===== config.mk =====
export PLATFORM = sky130hd
export DESIGN_NAME = mem_to_fifo
export DESIGN_NICKNAME = d
export VERILOG_FILES = /design/src/rtl/mem_to_fifo_pkg.sv /design/src/rtl/mem_to_fifo_rd_tag_fifo.sv /design/src/rtl/mem_to_fifo.sv
export SDC_FILE = /design/constraint.sdc
export NUM_CORES = 1
export LEC_CHECK = 0
export BUFFER_PORTS_ARGS = -buffer_cell sky130_fd_sc_hd__buf_2
export CAP_MARGIN = 25
export CORE_AREA = 2 2 279 281
export CTS_BUF_LIST = sky130_fd_sc_hd__clkbuf_2
export DETAILED_ROUTE_END_ITERATION = 10
export DIE_AREA = 0 0 281 283
export PLACE_DENSITY = 0.57
export SLEW_MARGIN = 20
export SYNTH_ARGS = -nofsm -noshare
export SYNTH_HDL_FRONTEND = slang
export SYNTH_HIERARCHICAL = 1
export SYNTH_SLANG_ARGS = --single-unit

===== constraint.sdc =====
create_clock -name clk -period 3.7 [get_ports clk]
set_input_delay 0.555 -clock clk [delete_from_list [all_inputs] [get_ports clk]]
set_output_delay 0.555 -clock clk [all_outputs]
set_load 0.005 [all_outputs]

===== src/rtl/mem_to_fifo_pkg.sv =====
// mem_to_fifo shared types and helpers.
// Queue FSM states, beat constants, round-robin pick.
package mem_to_fifo_pkg;

   typedef enum logic [1:0] {
      Q_IDLE = 2'd0,
      Q_RUN  = 2'd1,
      Q_DONE = 2'd2
   } q_state_e;

   localparam int BEATS_PER_WORD = 2;
   localparam int RR_MAX = 32;

   // First set bit of elig searching upward from last+1, wrapping at n.
   // Returns -1 when nothing is eligible.
   function automatic int rr_pick(
      input logic [RR_MAX-1:0] elig,
      input int                n,
      input int                last
   );
      int idx;
      int pick;
      pick = -1;
      for (int k = 1; k <= RR_MAX; k++) begin
         idx = (last + k) % n;
         if (k <= n && pick < 0 && elig[idx[4:0]])
            pick = idx;
      end
      return pick;
   endfunction

endpackage


===== src/rtl/mem_to_fifo_rd_tag_fifo.sv =====
// Read tag FIFO: queue id of every read in flight.
// Push ignored when full, pop ignored when empty.
module rd_tag_fifo #(
   parameter int W     = 2,
   parameter int DEPTH = 16
) (
   input  logic                   clk,
   input  logic                   rst_n,
   input  logic                   clr,
   input  logic                   push,
   input  logic [W-1:0]           din,
   input  logic                   pop,
   output logic [W-1:0]           dout,
   output logic                   full,
   output logic                   empty,
   output logic [$clog2(DEPTH):0] count
);

   localparam int PW = $clog2(DEPTH);
   localparam int CW = PW + 1;

   logic [W-1:0]  mem [DEPTH];
   logic [PW-1:0] wr_ptr;
   logic [PW-1:0] rd_ptr;
   logic          do_push;
   logic          do_pop;

   assign full    = (count == CW'(DEPTH));
   assign empty   = (count == '0);
   assign do_push = push && !full;
   assign do_pop  = pop && !empty;
   assign dout    = mem[rd_ptr];

   // Storage, pointers and registered occupancy.
   always_ff @(posedge clk or negedge rst_n) begin
      if (!rst_n) begin
         wr_ptr <= '0;
         rd_ptr <= '0;
         count  <= '0;
         for (int i = 0; i < DEPTH; i++)
            mem[i] <= '0;
      end else if (clr) begin
         wr_ptr <= '0;
         rd_ptr <= '0;
         count  <= '0;
      end else begin
         if (do_push) begin
            mem[wr_ptr] <= din;
            wr_ptr      <= wr_ptr + PW'(1);
         end
         if (do_pop)
            rd_ptr <= rd_ptr + PW'(1);
         unique case ({do_push, do_pop})
            2'b10:   count <= count + CW'(1);
            2'b01:   count <= count - CW'(1);
            default: ;
         endcase
      end
   end

endmodule


===== src/rtl/mem_to_fifo.sv =====
// Replay read engine: per-queue region walkers,
// round-robin SRAM read issue, beat reassembly.
module mem_to_fifo
   import mem_to_fifo_pkg::*;
#(
   parameter int NUM_QUEUES       = 4,
   parameter int NUM_QUEUES_BITS  = 2,
   parameter int FIFO_DATA_WIDTH  = 144,
   parameter int MEM_ADDR_WIDTH   = 19,
   parameter int MEM_DATA_WIDTH   = 36,
   parameter int REPLAY_CNT_WIDTH = 16,
   parameter int MAX_OUTSTANDING  = 16
) (
   input  logic                     clk,
   input  logic                     rst_n,
   input  logic                     sw_rst,
   input  logic                     cal_done,
   output logic                     mem_r_n,
   output logic [MEM_ADDR_WIDTH-1:0] mem_ad_rd,
   input  logic                     mem_rd_full,
   input  logic                     mem_qr_valid,
   input  logic [MEM_DATA_WIDTH-1:0] mem_qrl,
   input  logic [MEM_DATA_WIDTH-1:0] mem_qrh,
   output logic                     fifo_wr_en,
   output logic [FIFO_DATA_WIDTH-1:0] fifo_data,
   output logic [NUM_QUEUES_BITS-1:0] fifo_qid,
   input  logic [NUM_QUEUES-1:0]    fifo_prog_full,
   input  logic [NUM_QUEUES*MEM_ADDR_WIDTH-1:0] q_addr_low,
   input  logic [NUM_QUEUES*MEM_ADDR_WIDTH-1:0] q_addr_high,
   input  logic [NUM_QUEUES*REPLAY_CNT_WIDTH-1:0] q_replay_cnt,
   input  logic [NUM_QUEUES-1:0]    q_enable,
   output logic [NUM_QUEUES-1:0]    q_done
);

   localparam int AW = MEM_ADDR_WIDTH;
   localparam int RW = REPLAY_CNT_WIDTH;
   localparam int QB = NUM_QUEUES_BITS;
   localparam int HW = 2 * MEM_DATA_WIDTH;
   localparam int CW = $clog2(MAX_OUTSTANDING) + 1;
   localparam logic LAST_BEAT = 1'(BEATS_PER_WORD - 1);

   q_state_e              st   [NUM_QUEUES];
   logic [AW-1:0]         ptr  [NUM_QUEUES];
   logic [RW-1:0]         pass [NUM_QUEUES];
   logic [NUM_QUEUES-1:0] en_q;
   logic [NUM_QUEUES-1:0] elig;
   logic [QB-1:0]         rr_last;
   logic [QB-1:0]         win_q;
   int                    pick;
   logic                  grant;

   logic                  tag_full;
   logic                  tag_empty;
   logic                  tag_pop;
   logic [QB-1:0]         tag_head;
   logic [CW-1:0]         tag_cnt_unused;

   logic                  beat;
   logic [HW-1:0]         lo_half;

   // Queues competing for the read port this cycle.
   always_comb begin
      elig = '0;
      for (int i = 0; i < NUM_QUEUES; i++)
         elig[i] = (st[i] == Q_RUN) && !fifo_prog_full[i];
   end

   // Round-robin winner, searched from the queue after the last grant.
   always_comb begin
      pick  = rr_pick(RR_MAX'(elig), NUM_QUEUES, int'(rr_last));
      win_q = QB'(pick);
   end

   assign grant = cal_done && !mem_rd_full && !tag_full && (|elig);

   // Per-queue region walker FSMs and done flags.
   always_ff @(posedge clk or negedge rst_n) begin
      if (!rst_n) begin
         en_q   <= '0;
         q_done <= '0;
         for (int i = 0; i < NUM_QUEUES; i++) begin
            st[i]   <= Q_IDLE;
            ptr[i]  <= '0;
            pass[i] <= '0;
         end
      end else if (sw_rst) begin
         en_q   <= '0;
         q_done <= '0;
         for (int i = 0; i < NUM_QUEUES; i++) begin
            st[i]   <= Q_IDLE;
            ptr[i]  <= '0;
            pass[i] <= '0;
         end
      end else begin
         en_q <= q_enable;
         for (int i = 0; i < NUM_QUEUES; i++) begin
            if (!q_enable[i]) begin
               st[i]     <= Q_IDLE;
               ptr[i]    <= q_addr_low[i*AW +: AW];
               pass[i]   <= q_replay_cnt[i*RW +: RW];
               q_done[i] <= 1'b0;
            end else begin
               unique case (st[i])
                  Q_IDLE: begin
                     if (!en_q[i]) begin
                        ptr[i]  <= q_addr_low[i*AW +: AW];
                        pass[i] <= q_replay_cnt[i*RW +: RW];
                        if (q_addr_low[i*AW +: AW] ==
                            q_addr_high[i*AW +: AW]) begin
                           st[i]     <= Q_DONE;
                           q_done[i] <= 1'b1;
                        end else begin
                           st[i] <= Q_RUN;
                        end
                     end
                  end
                  Q_RUN: begin
                     if (grant && win_q == QB'(i)) begin
                        if (ptr[i] ==
                            q_addr_high[i*AW +: AW] - AW'(1)) begin
                           ptr[i] <= q_addr_low[i*AW +: AW];
                           // pass 0 means replay forever
                           if (pass[i] != '0) begin
                              pass[i] <= pass[i] - RW'(1);
                              if (pass[i] == RW'(1)) begin
                                 st[i]     <= Q_DONE;
                                 q_done[i] <= 1'b1;
                              end
                           end
                        end else begin
                           ptr[i] <= ptr[i] + AW'(1);
                        end
                     end
                  end
                  Q_DONE: ;
                  default: st[i] <= Q_IDLE;
               endcase
            end
         end
      end
   end

   // Registered read strobe/address and round-robin history.
   always_ff @(posedge clk or negedge rst_n) begin
      if (!rst_n) begin
         mem_r_n   <= 1'b1;
         mem_ad_rd <= '0;
         rr_last   <= '0;
      end else if (sw_rst) begin
         mem_r_n   <= 1'b1;
         mem_ad_rd <= '0;
         rr_last   <= '0;
      end else begin
         mem_r_n <= !grant;
         if (grant) begin
            mem_ad_rd <= ptr[win_q];
            rr_last   <= win_q;
         end
      end
   end

   rd_tag_fifo #(
      .W     (QB),
      .DEPTH (MAX_OUTSTANDING)
   ) u_tag (
      .clk   (clk),
      .rst_n (rst_n),
      .clr   (sw_rst),
      .push  (grant),
      .din   (win_q),
      .pop   (tag_pop),
      .dout  (tag_head),
      .full  (tag_full),
      .empty (tag_empty),
      .count (tag_cnt_unused)
   );

   assign tag_pop = mem_qr_valid && !tag_empty && (beat == LAST_BEAT);

   // Pair read beats into words; beats with no tag are dropped.
   always_ff @(posedge clk or negedge rst_n) begin
      if (!rst_n) begin
         beat       <= 1'b0;
         lo_half    <= '0;
         fifo_wr_en <= 1'b0;
         fifo_data  <= '0;
         fifo_qid   <= '0;
      end else if (sw_rst) begin
         beat       <= 1'b0;
         lo_half    <= '0;
         fifo_wr_en <= 1'b0;
         fifo_data  <= '0;
         fifo_qid   <= '0;
      end else begin
         fifo_wr_en <= 1'b0;
         if (mem_qr_valid && !tag_empty) begin
            if (beat != LAST_BEAT) begin
               lo_half <= {mem_qrh, mem_qrl};
               beat    <= 1'b1;
            end else begin
               fifo_data  <= {mem_qrh, mem_qrl, lo_half};
               fifo_qid   <= tag_head;
               fifo_wr_en <= 1'b1;
               beat       <= 1'b0;
            end
         end
      end
   end

endmodule


==> reports/qor.txt <==
DP HPWL - 68.6 mm
Root Driver - clkbuf_2
Site Rows - 102
HP Class - primary input to flip-flop
Layout fillers - 7451
maxcap violations - 0
main combinational cell family by area after synthesis - simple AND/OR/NAND/NOR gates
TritonCTS clock tree - yes
Global Route Usage Sum - 24.6%
proportion of layout cells with a drive suffix above 1 - 22.2%
WL final - 100 mm
Die Footprint - 0.0795 sq mm
Fin Clk Skew - 0.145 ns
PD cells - 374 mW/mm^2
# setup viols final - 0
crit end category - flip-flop
peak fanout along the critical path - 7
via count - 28100
number of hold violations in the final report - 0
largest net degree at the start of global routing - 150
register bit total from synthesis - 443
reg2reg end - pass[57]$_DFFE_PN0P_
# IOs - 473
clk sink count - 443
initial DRC count - 2316
Peak Freq - 0.278 GHz
leakage power - 16.7 nW
vias per cell - 5.37
area grow syn2layout - 37.8%
fin cells - 5232
adder-cell share of the synthesized area - 1.21%
Setup WS post-layout - 0.0994 ns
placed cells - 4536
library cells used by synthesis - 95
worst vdd ir - 0.273 mV
Cell Area, Placed - 0.0305 sq mm
worst reg-to-reg path cell count - 9
hold depth - 4
Synth Area in Simple Gates - 24.6%
Remaining Overflow, GRT - 0
XOR/XNOR Fraction of Synth Area - 5.82%
Cell Area, Synth - 0.0265 sq mm
TritonCTS buffer count - 131
vias in the first global route - 27500
Avg Cell Area, Syn - 8.52 sq um
Post-route DRC - 0
GP Congestion - 0.903
CP Launch Point - ptr[72]$_DFFE_PN0P_
pre-CTS setup slack - -0.0400 ns
RSZ-0062 raised after global routing - yes
fin crit share - 97.3%
Antenna Nets Post-Route - 0
nets - 4422
initial core utilization - 34.5%
antenna violations before repair - 12
Slew @ Worst Pin - 1.07 ns
post-synthesis mux area share - 5.24%
first-pass detailed-route iteration total - 5
Synth Area in Compound Gates - 16.6%
reg2reg start - ptr[72]$_DFFE_PN0P_
Slowest cell on crit path - dlygate4sd3_1
Slew Limit Fails - 0
critical path required time - 4.89 ns
Final Cell Area - 0.0365 sq mm
number of synthesized flops with an enable pin - 0
max_slew headroom - 28.3%
Clock Latency Late Sink - 1.34 ns
first-pass GRT wire length - 155 mm
Tmin final - 3.60 ns
critical path's largest stage delay - 0.60 ns
Mapped Nets - 3437
outcome - finished clean
critical path, cell by cell - nor3b_4 -> xnor2_2 -> or4_4 -> or4b_4 -> nor4_4 -> nand3_1 -> a41oi_1 -> dlygate4sd3_1 -> o211ai_1
Synth Instances - 3110
Main synth FF type - dfrtp_1
flop2flop setup slack - 0.1 ns
sequential share of the synthesized area - 41.9%
H-Tree Depth - 4
critical path type - flip-flop to flip-flop
CTS Buffer Depth - 3
port bufs - 472
HP Start - q_addr_low[51]
Synth warnings - 6
Async SR Flop Fraction - 100%
Worst-path clk slew - 0.10 ns
die width - 281 um
type of origin of the critical path - flip-flop
wire length per cell - 19.1 um
Worst Path Arrival - 4.79 ns
hold endpoint - ptr[32]$_DFFE_PN0P_
die height - 283 um
CORE AREA - 0.0767 sq mm
cells in the mapped netlist (12+ instances only):
library cell | number | area, sq um
nand2_1 | 597 | 2240
dfrtp_1 | 442 | 11100
a21oi_1 | 238 | 1190
clkbuf_1 | 168 | 631
nor2_1 | 168 | 631
nand3_1 | 148 | 741
xnor2_1 | 105 | 920
inv_1 | 94 | 353
nor3_1 | 85 | 425
o21ai_0 | 79 | 395
mux2i_1 | 78 | 781
o22ai_1 | 76 | 475
nor4_1 | 72 | 450
xor2_1 | 71 | 622
o211ai_1 | 55 | 413
or3_1 | 54 | 338
a31oi_1 | 50 | 313
nor2b_1 | 31 | 194
nand4_1 | 30 | 188
and3_1 | 27 | 169
ha_1 | 24 | 300
buf_1 | 20 | 75.1
mux2_2 | 20 | 225
or4_1 | 19 | 143
mux2_1 | 18 | 203
a211oi_1 | 15 | 113
buf_2 | 15 | 75.1
o2bb2ai_1 | 15 | 131
a32o_1 | 14 | 140
nor3b_1 | 14 | 105
or2_2 | 14 | 87.6
nand2b_1 | 12 | 75.1
nand3b_1 | 12 | 90.1
stage by stage:
stage / TNS (ns) / utilization [%] / hold WS [ns] / power, mW
after global routing: -0.0114 / 47.6 / 0.0801 / 14.5
after CTS: 0 / 47.3 / 0.000185 / 13.7
final: 0 / 47.6 / 0.192 / 13.7
after global placement: -0.00469 / 39.8 / 0.449 / 9.36
after floorplan: 0 / - / 0.259 / 7.92
after detailed placement: -0.193 / 39.8 / 0.455 / 9.40
sequential cells by signal, summed over array words and instances, names as in the netlist, 4 cells and up:
name	cells
u_tag/mem	32
u_tag/wr_ptr	4
lo_half	72
fifo_data	144
pass	64
ptr	76
st	8
en_q	4
q_done	4
u_tag/count	5
u_tag/rd_ptr	4
mem_ad_rd	19
logic make-up after synthesis:
kind of cell    count (synthesis)
compound gates                683
xor+xnor                      176
fa+ha+maj                      25
buf+inv                       309
flops                         443
mux                           124
simple gates                 1350
area by class of cell:
cell class | instances | area [sq um] | area share [%]
Multi-Input combinational cell | 2358 | 14300 | 39.3
Sequential cell | 443 | 11100 | 30.4
Clock inverter | 31 | 233 | 0.638
Inverter | 97 | 369 | 1.01
Timing Repair Buffer | 1064 | 8200 | 22.5
Tap cell | 1040 | 1300 | 3.57
Clock buffer | 188 | 941 | 2.58
Antenna cell | 11 | 27.5 | 0.0754
per-layer routing:
layer / wire (um) / track usage (%)
met1: 43600 / 32.9
met2: 45800 / 38.3
met3: 6520 / 4.52
met4: 4110 / 11.5
met5: 44 / 0
what timing repair did:
item,CTS,global route
hold endpoints to repair,776,0
buffers inserted,0,11
hold buffers,454,0
resized for setup,0,26
setup endpoints to repair,0,13
critical path: cells and delay by family (launching register included):
| family | cells | cell delay, ns |
|---|---|---|
| AOI/OAI and AO/OA | 2 | 0.38 |
| xor gates and xnor gates | 1 | 0.15 |
| buffers and inverters | 1 | 0.60 |
| DFF | 1 | 0.47 |
| and+or+nand+nor | 5 | 1.90 |
worst max-delay path by stage:
stage | slack (ns) | cells after the start | endpoint
2_1_floorplan | 0.04 | 12 | pass[17]$_DFFE_PN0P_
3_3_place_gp | -0.004 | 12 | pass[52]$_DFFE_PN0P_
3_5_place_dp | -0.04 | 12 | pass[21]$_DFFE_PN0P_
4_1_cts | 0.04 | 13 | pass[60]$_DFFE_PN0P_
5_1_grt | -0.007 | 11 | ptr[72]$_DFFE_PN0P_
6_report | 0.1 | 9 | pass[57]$_DFFE_PN0P_
placed cells by master, fill, tap and decap left out, types with 55 or more instances in the layout:
master and instances:
nand2_1 595, buf_2 470, dlygate4sd3_1 452, dfrtp_1 436, a21oi_1 236, clkbuf_2 188
nor2_1 165, nand3_1 148, buf_4 122, xnor2_1 102, inv_1 92, nor3_1 85
mux2i_1 78, o21ai_0 76, o22ai_1 76, nor4_1 71, xor2_1 71, o211ai_1 55
power by group:
part | total [mW] | switching, mW | internal (mW)
registers | 5.91 | 0.533 | 5.38
clock network | 3.83 | 2.35 | 1.49
logic | 3.92 | 2.26 | 1.65
No activity file was read; power rests on OpenSTA's default activity.
